--- config.mk ---
export PLATFORM = sky130hd
export DESIGN_NAME = rf_writeback_queue_flat
export DESIGN_NICKNAME = d
export VERILOG_FILES = /design/src/rtl/rf_writeback_queue_if.sv /design/src/rtl/rf_writeback_queue.sv /design/src/flat_wrapper.sv
export SDC_FILE = /design/constraint.sdc
export NUM_CORES = 1
export LEC_CHECK = 0
export CAP_MARGIN = 40
export CELL_PAD_IN_SITES_DETAIL_PLACEMENT = 0
export CELL_PAD_IN_SITES_GLOBAL_PLACEMENT = 1
export CORE_UTILIZATION = 44
export DETAILED_ROUTE_END_ITERATION = 10
export PLACE_DENSITY = 0.84
export SLEW_MARGIN = 20
export SYNTH_ARGS = -nofsm -noshare
export SYNTH_HDL_FRONTEND = slang
export SYNTH_SLANG_ARGS = --single-unit
--- constraint.sdc ---
create_clock -name clk -period 2.55 [get_ports clk]
set_input_delay 0.51 -clock clk [delete_from_list [all_inputs] [get_ports clk]]
set_output_delay 0.51 -clock clk [all_outputs]
set_load 0.03 [all_outputs]
--- src/rtl/rf_writeback_queue_if.sv ---
// Write-back request bus: producer -> rf_writeback_queue.
// master = producer (execute/memory stages), slave = queue.
interface rf_writeback_queue_if;
  logic        wb_valid;
  logic        wb_ready;
  logic [3:0]  wb_rd;
  logic [31:0] wb_data;

  modport master (output wb_valid, output wb_rd, output wb_data, input wb_ready);
  modport slave  (input wb_valid, input wb_rd, input wb_data, output wb_ready);
endinterface

--- src/rtl/rf_writeback_queue.sv ---
// rf_writeback_queue: DEPTH-entry write-back FIFO in front of the 16x32 register
// file write port, with a per-register pending scoreboard for RAW hazard checks
// and a PC-redirect pulse on writes to R15.
// Optional feature: define RF_WB_FWD_EN to build the forwarding comparators
// (fwd_hitN / fwd_dataN); otherwise those outputs are tied to zero.

// Per-register pending counter: counts writes pushed but not yet committed.
module rf_wbq_pend #(
  parameter int CW = 3
) (
  input  logic clk,
  input  logic clr,
  input  logic inc,
  input  logic dec,
  output logic nz
);
  logic [CW-1:0] cnt;

  // inc on push to this register, dec on commit; both at once cancel out
  always_ff @(posedge clk or negedge clr) begin
    if (!clr)              cnt <= '0;
    else if (inc && !dec)  cnt <= cnt + CW'(1);
    else if (dec && !inc)  cnt <= cnt - CW'(1);
  end

  assign nz = |cnt;
endmodule

module rf_writeback_queue #(
  parameter int DEPTH = 4,
  parameter int CW    = $clog2(DEPTH+2)
) (
  input  logic                 clk,
  input  logic                 clr,
  rf_writeback_queue_if.slave  wb,
  input  logic                 rf_hold,
  output logic                 rf_lde,
  output logic [3:0]           rf_dsel,
  output logic [31:0]          rf_din,
  output logic                 pc_load,
  input  logic [3:0]           chk_s1,
  input  logic [3:0]           chk_s2,
  input  logic [3:0]           chk_s3,
  output logic                 hz1,
  output logic                 hz2,
  output logic                 hz3,
  output logic                 fwd_hit1,
  output logic                 fwd_hit2,
  output logic                 fwd_hit3,
  output logic [31:0]          fwd_data1,
  output logic [31:0]          fwd_data2,
  output logic [31:0]          fwd_data3,
  output logic [CW-1:0]        q_count
);
  localparam int AW = $clog2(DEPTH);

  typedef struct packed {
    logic [3:0]  rd;
    logic [31:0] data;
  } wb_ent_t;

  wb_ent_t        fifo [DEPTH];
  logic [AW-1:0]  wptr, rptr;
  logic           full, push, pop;
  wb_ent_t        head;

  logic [2:0][3:0] chk;
  logic [15:0]     pend_nz;

  assign full        = (q_count == CW'(DEPTH));
  assign wb.wb_ready = !full;
  assign push        = wb.wb_valid && !full;
  // no same-cycle bypass: an entry pushed at edge t is first poppable at t+1
  assign pop         = (q_count != '0) && !rf_hold;
  assign head        = fifo[rptr];

  // storage: tail write only; contents need no reset since q_count gates use
  always_ff @(posedge clk) begin
    if (push) fifo[wptr] <= '{rd: wb.wb_rd, data: wb.wb_data};
  end

  // pointers wrap naturally at AW bits (DEPTH is a power of two)
  always_ff @(posedge clk or negedge clr) begin
    if (!clr) begin
      wptr    <= '0;
      rptr    <= '0;
      q_count <= '0;
    end else begin
      if (push) wptr <= wptr + AW'(1);
      if (pop)  rptr <= rptr + AW'(1);
      case ({push, pop})
        2'b10:   q_count <= q_count + CW'(1);
        2'b01:   q_count <= q_count - CW'(1);
        default: ;
      endcase
    end
  end

  // output stage: one-cycle load enable per popped entry, select/data hold otherwise
  always_ff @(posedge clk or negedge clr) begin
    if (!clr) begin
      rf_lde  <= 1'b0;
      rf_dsel <= 4'h0;
      rf_din  <= 32'h0;
      pc_load <= 1'b0;
    end else begin
      rf_lde  <= pop;
      pc_load <= pop && (head.rd == 4'hF);
      if (pop) begin
        rf_dsel <= head.rd;
        rf_din  <= head.data;
      end
    end
  end

  // scoreboard: one counter per architectural register
  for (genvar r = 0; r < 16; r++) begin : g_pend
    rf_wbq_pend #(.CW(CW)) u_pend (
      .clk (clk),
      .clr (clr),
      .inc (push   && (wb.wb_rd == 4'(r))),
      .dec (rf_lde && (rf_dsel  == 4'(r))),
      .nz  (pend_nz[r])
    );
  end

  assign chk = {chk_s3, chk_s2, chk_s1};
  assign hz1 = pend_nz[chk[0]];
  assign hz2 = pend_nz[chk[1]];
  assign hz3 = pend_nz[chk[2]];

  logic [2:0]       fhit;
  logic [2:0][31:0] fdat;

`ifdef RF_WB_FWD_EN
  // youngest match wins: scan output stage, then head..tail, later overrides
  always_comb begin
    fhit = '0;
    fdat = '0;
    for (int p = 0; p < 3; p++) begin
      if (rf_lde && (rf_dsel == chk[p])) begin
        fhit[p] = 1'b1;
        fdat[p] = rf_din;
      end
      for (int i = 0; i < DEPTH; i++) begin
        if ((CW'(i) < q_count) && (fifo[rptr + AW'(i)].rd == chk[p])) begin
          fhit[p] = 1'b1;
          fdat[p] = fifo[rptr + AW'(i)].data;
        end
      end
    end
  end
`else
  assign fhit = '0;
  assign fdat = '0;
`endif

  assign fwd_hit1  = fhit[0];
  assign fwd_hit2  = fhit[1];
  assign fwd_hit3  = fhit[2];
  assign fwd_data1 = fdat[0];
  assign fwd_data2 = fdat[1];
  assign fwd_data3 = fdat[2];
endmodule

--- src/flat_wrapper.sv ---
// flat-port wrapper written by rule: the top's interface ports become plain ports
module rf_writeback_queue_flat 
#(
  parameter int DEPTH = 4,
  parameter int CW    = $clog2(DEPTH+2)
)
  (clk, clr, rf_hold, rf_lde, rf_dsel, rf_din, pc_load, chk_s1, chk_s2, chk_s3, hz1, hz2, hz3, fwd_hit1, fwd_hit2, fwd_hit3, fwd_data1, fwd_data2, fwd_data3, q_count, wb_wb_valid, wb_wb_rd, wb_wb_data, wb_wb_ready);
  rf_writeback_queue_if wb_i ();
  input  logic clk;
  input  logic clr;
  input  logic rf_hold;
  output logic rf_lde;
  output logic [3:0] rf_dsel;
  output logic [31:0] rf_din;
  output logic pc_load;
  input  logic [3:0] chk_s1;
  input  logic [3:0] chk_s2;
  input  logic [3:0] chk_s3;
  output logic hz1;
  output logic hz2;
  output logic hz3;
  output logic fwd_hit1;
  output logic fwd_hit2;
  output logic fwd_hit3;
  output logic [31:0] fwd_data1;
  output logic [31:0] fwd_data2;
  output logic [31:0] fwd_data3;
  output logic [CW-1:0] q_count;
  input wire logic [$bits(wb_i.wb_valid)-1:0] wb_wb_valid;
  input wire logic [$bits(wb_i.wb_rd)-1:0] wb_wb_rd;
  input wire logic [$bits(wb_i.wb_data)-1:0] wb_wb_data;
  output wire logic [$bits(wb_i.wb_ready)-1:0] wb_wb_ready;
  assign wb_i.wb_valid = wb_wb_valid;
  assign wb_i.wb_rd = wb_wb_rd;
  assign wb_i.wb_data = wb_wb_data;
  assign wb_wb_ready = wb_i.wb_ready;
  rf_writeback_queue #(.DEPTH(DEPTH), .CW(CW)) u_core (.clk(clk), .clr(clr), .wb(wb_i), .rf_hold(rf_hold), .rf_lde(rf_lde), .rf_dsel(rf_dsel), .rf_din(rf_din), .pc_load(pc_load), .chk_s1(chk_s1), .chk_s2(chk_s2), .chk_s3(chk_s3), .hz1(hz1), .hz2(hz2), .hz3(hz3), .fwd_hit1(fwd_hit1), .fwd_hit2(fwd_hit2), .fwd_hit3(fwd_hit3), .fwd_data1(fwd_data1), .fwd_data2(fwd_data2), .fwd_data3(fwd_data3), .q_count(q_count));
endmodule
==> results.json, run 1 <==
{
  "final_cell_mix": "144 x edfxtp_1, 99 x conb_1, 89 x clkdlybuf4s50_1",
  "fillers": 1928,
  "cp_max_fo": 3,
  "gp_congestion": 0.8616,
  "cts.sinks": 237,
  "ir_worst_vdd_mv": 0.9365,
  "hold_ws_ns": 0.01849,
  "outcome": "complete, but fails checks",
  "initialDrtViolationCount": 406,
  "initial_core_util": 0.4508,
  "layout-drive-gt1-share": 0.2763,
  "final_hold_viol_count": 0,
  "final_util": 0.5619,
  "clk_latency_ns": 0.53,
  "power_w": 0.01553,
  "via_per_inst": 4.868,
  "slew_headroom": 0.6309,
  "synth-edff-count": 144,
  "drt_wl_total_um": 20400,
  "placed_area_um2": 12630,
  "violations": "setup timing",
  "cts_tree": "built",
  "die_h_um": 160.1,
  "power_density_nw_per_um2": 1134,
  "multi_input_area_um2": 3877,
  "timing.fmax_ghz": 0.3630,
  "crit_arrival_ns": 2.24,
  "dp.cells": 1203,
  "core_area_um2": 24390,
  "required_ns": 2.04,
  "async_reset_ff_frac": 0.3924,
  "area_delta_synth_final_pct": 24.65,
  "tightest_slew_ns": 0.5524,
  "fin_nets": 1001,
  "die_w_um": 160.1,
  "yosys_warnings": 0,
  "grt_pass1_wl_um": 33600,
  "cts-hold-fix-buffers": 0,
  "numCtsBuffers": 25,
  "period_share": 1.080,
  "row_count": 57,
  "grt.overflow.total": 0,
  "clk_path_buf_depth": 3,
  "wl_per_cell_um": 16.27,
  "fin_cells": 1254,
  "grt_max_degree": 94,
  "finalCriticalPeriod_ns": 2.755,
  "htreeDepth": 1,
  "grt_pass1_vias": 6285,
  "design_area_um2": 13700,
  "fin_skew_ns": 0.01282,
  "path_class": "register to output port",
  "p_leak_nw": 5.184,
  "drcViolationCount": 0,
  "setup_viol": 3,
  "ys_ff_latch": 237,
  "ff_latch_area_um2": 6659,
  "setup_slack_ns": -0.2048,
  "rsz0062_at_grt": "yes",
  "finalMaxSlewViolations": 0,
  "netlist_instances": 720,
  "yosysUniqueCellTypes": 44,
  "portBuffers": 96,
  "via_count": 6105,
  "cp-end-kind": "output port",
  "diodes": 0,
  "ios": 196,
  "crit_slowest_cell": "or3_4",
  "cts_root_buf": "clkbuf_16",
  "antenna_found_initial": 0,
  "synth_area_um2": 10990,
  "startpoint_type": "register",
  "dpl.hpwl_um": 13510,
  "hp-class": "primary input to async pin",
  "synth.avg_cell_area_um2": 15.27,
  "die_area_um2": 25620,
  "postRouteAntennaNets": 0,
  "slowest_delay_ns": 0.41,
  "grt_use_total": 0.1654,
  "drv_cap": 0,
  "mostFrequentLayoutCell": "edfxtp_1",
  "cts.clk_slew.worst_paths_ns": 0.06,
  "yosysSeqAreaShare": 0.6050,
  "path_cells": "or3_4, buf_6, nor2_4, a2111oi_4, a311oi_2, a31oi_1, buf_4",
  "firstDrtPassIters": 5,
  "yosys_most_used_dff": "edfxtp_1"
}
==> cell usage after synthesis, types with 3 or more instances <==
master	instances	area share
a2111oi_0	8	0.0064
and3_1	5	0.0028
buf_2	8	0.0036
buf_4	101	0.069
clkbuf_1	7	0.0024
dfrtp_1	93	0.21
edfxtp_1	144	0.39
fa_1	17	0.031
ha_1	21	0.024
inv_1	23	0.0079
mux2_2	48	0.049
mux2_4	3	0.0041
mux4_2	37	0.076
nand2_1	26	0.0089
nand3_1	7	0.0032
nand3b_1	3	0.0020
nor2_1	42	0.014
nor2b_1	4	0.0023
nor3_1	16	0.0073
nor3b_1	4	0.0027
nor4_1	8	0.0046
o2111ai_1	4	0.0032
o21ai_0	8	0.0036
or3_1	4	0.0023
xnor2_1	19	0.015
xor2_1	35	0.028
==> where the power goes <==
part	internal, W	leakage (nW)	total, W	switching [W]
Sequential	0.00533	2.36	0.00604	0.000714
Clock	0.00248	0.445	0.00398	0.00150
Combinational	0.00272	2.37	0.00551	0.00279
==> timing repair <==
action	4_1_cts	5_1_grt
endpoints found under the hold margin	0	0
cloned	0	0
pin swaps	5	6
gates resized for setup	13	29
setup buffers	1	4
endpoints found under the setup margin	3	18
==> worst paths after layout <==
| check | startpoint | endpoint | slack (ns) | cells after the start |
|---|---|---|---|---|
| setup reg to reg | u_core.q_count[0] | u_core.g_pend[10].u_pend.cnt[2] | 0.14 | 12 |
| hold / removal | clr | u_core.g_pend[8].u_pend.cnt[2] | 0.02 | 2 |
| max in group asynchronous | clr | u_core.g_pend[3].u_pend.cnt[0] | 2.08 | 2 |
| setup / recovery | u_core.g_pend[9].u_pend.cnt[1] | hz1 | -0.20 | 7 |
| hold reg to reg | u_core.g_pend[5].u_pend.cnt[2] | u_core.g_pend[5].u_pend.cnt[2] | 0.47 | 1 |
| min in group clk | u_core.g_pend[5].u_pend.cnt[2] | u_core.g_pend[5].u_pend.cnt[2] | 0.47 | 1 |
==> registers in the layout (all words and copies together), names as in the netlist, 2 cells and up <==
signal / cells
u_core.fifo: 144
u_core.g_pend.u_pend.cnt: 48
u_core.q_count: 3
u_core.rf_din: 32
u_core.rf_dsel: 4
u_core.rptr: 2
u_core.wptr: 2
==> worst max-delay path: cells and delay by family (launching register included) <==
kind	cells	cell delay, ns
and+or+nand+nor	2	0.50
AOI/OAI and AO/OA	3	0.50
DFF	1	0.38
buffers and inverters	2	0.33
==> cell families (layout without fill, tap and decap cells) <==
logic type	after synthesis	in the layout	share of synthesized area
flip-flops	237	237	0.6050
buffers and inverters	143	255	0.08786
AND/OR/NAND/NOR	127	127	0.05656
multiplexers	90	90	0.1324
XOR/XNOR	54	54	0.04302
adder cells (fa/ha/maj)	38	38	0.05485
AO/OA/AOI/OAI	30	30	0.02003
other	1	99	0.0003411
==> per-stage QoR <==
stage          worst slack [ns]  TNS, ns
2_1_floorplan           0.01526        0
3_3_place_gp            -0.5010   -7.292
3_5_place_dp            -0.5127   -8.367
4_1_cts                 -0.1941  -0.4784
5_1_grt                 -0.2705  -0.6173
6_report                -0.2048  -0.3950
==> per-layer routing <==
layer / track usage / part of all wire
met1: 0.2230 / 0.43
met2: 0.2745 / 0.50
met3: 0.02987 / 0.057
met4: 0.04762 / 0.019
met5: 0 / 0
==> area by class of cell <==
cell class | instances | area share
Tap cell | 324 | 0.02958
Multi-Input combinational cell | 438 | 0.2829
Timing Repair Buffer | 185 | 0.1282
Inverter | 24 | 0.006574
Clock buffer | 31 | 0.04875
Clock inverter | 15 | 0.01808
Sequential cell | 237 | 0.4859
(Power assumes the default switching activity.)
==> inputs of run 2 (changes only) <==
- RECOVER_POWER: not set -> 100
- SLEW_MARGIN: 20 -> not set
==> results.json, run 2 (synthesis results as in run 1) <==
{
  "outcome": "complete, but fails checks",
  "violations": "setup timing",
  "path_class": "register to output port",
  "pre_cts_ws_ns": -0.5127,
  "htreeDepth": 1,
  "finalMaxSlewViolations": 0,
  "cts.sinks": 237,
  "drt_wl_total_um": 20410,
  "antenna_found_initial": 1,
  "initialDrtViolationCount": 382,
  "hold_ws_ns": 0.4047,
  "cp_max_fo": 3,
  "clk_path_buf_depth": 3,
  "largest_register_ffs": 144,
  "grt_max_degree": 94,
  "postRouteAntennaNets": 0,
  "grt_use_total": 0.1654,
  "grt.overflow.total": 0,
  "cts-hold-fix-buffers": 0,
  "gp_congestion": 0.8616,
  "rr_startpoint": "u_core.q_count[0]",
  "clk_latency_ns": 0.53,
  "setup_viol": 7,
  "required_ns": 2.04,
  "rsz0062_at_grt": "yes",
  "fin_setup_tns_ns": -0.4681,
  "slew_headroom": 0.08866,
  "grt.busiest_layer": "met2",
  "drcViolationCount": 0,
  "grt_pass1_wl_um": 33600,
  "period_share": 1.082,
  "p_leak_nw": 5.141,
  "cts_root_buf": "clkbuf_16",
  "finalCriticalPeriod_ns": 2.759,
  "crit_arrival_ns": 2.25,
  "firstDrtPassIters": 5,
  "dpl.hpwl_um": 13510,
  "core_area_um2": 24390,
  "die_h_um": 160.1,
  "tightest_slew_ns": 1.367,
  "met1_usage": 0.2230,
  "via_count": 6115,
  "grt_use_met2": 0.2745,
  "hp-class": "primary input to async pin",
  "startpoint_type": "register",
  "cts.clk_slew.worst_paths_ns": 0.06,
  "layout-drive-gt1-share": 0.2581,
  "fillers": 1956,
  "grt_use_met3": 0.02987,
  "fin_skew_ns": 0.01200,
  "final_cell_mix": "144 x edfxtp_1, 99 x conb_1, 89 x dfrtp_1",
  "portBuffers": 96,
  "reg2reg_depth": 11,
  "placed_area_um2": 12630,
  "setup.worst_path.start": "u_core.g_pend[9].u_pend.cnt[1]",
  "area_delta_synth_final_pct": 23.03,
  "mostFrequentLayoutCell": "edfxtp_1",
  "cp-end-kind": "output port",
  "row_count": 57,
  "fin_nets": 1001,
  "final_hold_viol_count": 0,
  "regMostFlops": "u_core.fifo",
  "numCtsBuffers": 25,
  "via_per_inst": 4.873,
  "power_density_nw_per_um2": 1125,
  "design_area_um2": 13530,
  "cts_tree": "built",
  "reg_top3": "u_core.fifo x144, u_core.g_pend.u_pend.cnt x48, u_core.rf_din x32",
  "die_area_um2": 25620,
  "ios": 196,
  "wl_per_cell_um": 16.27,
  "grt_pass1_vias": 6285,
  "setup_slack_ns": -0.2085,
  "die_w_um": 160.1,
  "initial_core_util": 0.4508,
  "ir_worst_vdd_mv": 0.9017,
  "drv_cap": 0,
  "timing.fmax_ghz": 0.3625,
  "final_util": 0.5546
}
## run 2: area by class of cell
cell class / count / area, µm² / share of cell area
flip-flops and latches: 237 / 6656 / 0.4921
multi-input cells: 438 / 3855 / 0.2850
repair buffers: 185 / 1602 / 0.1184
clock buffers: 31 / 668.1 / 0.04939
well taps: 324 / 405.4 / 0.02997
clock inverters: 15 / 247.7 / 0.01831
inverters: 24 / 90.09 / 0.006660
diodes: 1 / 2.502 / 0.0001850
## run 2: repair_timing
item,4_1_cts,5_1_grt
cloned,0,0
endpoints found under the setup margin,3,18
resized for setup,13,29
setup buffers,1,4
pin swaps,5,6
## run 2: final timing paths
path / to / slack (ns)
worst max-delay path: hz1 / -0.21
worst min-delay path: u_core.g_pend[8].u_pend.cnt[2] / 0.40
worst max register to register: u_core.g_pend[9].u_pend.cnt[1] / -0.05
worst min register to register: u_core.g_pend[5].u_pend.cnt[2] / 0.47
max in group asynchronous: u_core.g_pend[3].u_pend.cnt[0] / 1.18
min in group clk: u_core.g_pend[5].u_pend.cnt[2] / 0.47
## run 2: critical path: stages, from the launching register on
cell and delay, ns:
dfrtp_1 0.38, or3_4 0.42, buf_6 0.14, nor2_4 0.09, a2111oi_4 0.06, a311oi_2 0.29
a31oi_1 0.15, buf_4 0.19
## run 2: where the power goes
group          switching, W  internal [W]
combinational       0.00277       0.00244
sequential         0.000699       0.00533
clock               0.00150       0.00248
## run 2: metal layers
metal	part of all wire	routed length (µm)
met4	0.020	410
met1	0.43	8786
met2	0.49	10050
met3	0.057	1163
met5	0	0
## run 2: per-stage QoR
| stage | power, W | std cells |
|---|---|---|
| after detailed placement | 0.01155 | 1203 |
| after floorplan | 0.009623 | 818 |
| final | 0.01522 | 1255 |
| after global routing | 0.01610 | 1255 |
| after CTS | 0.01564 | 1250 |
| after global placement | 0.01141 | 1203 |
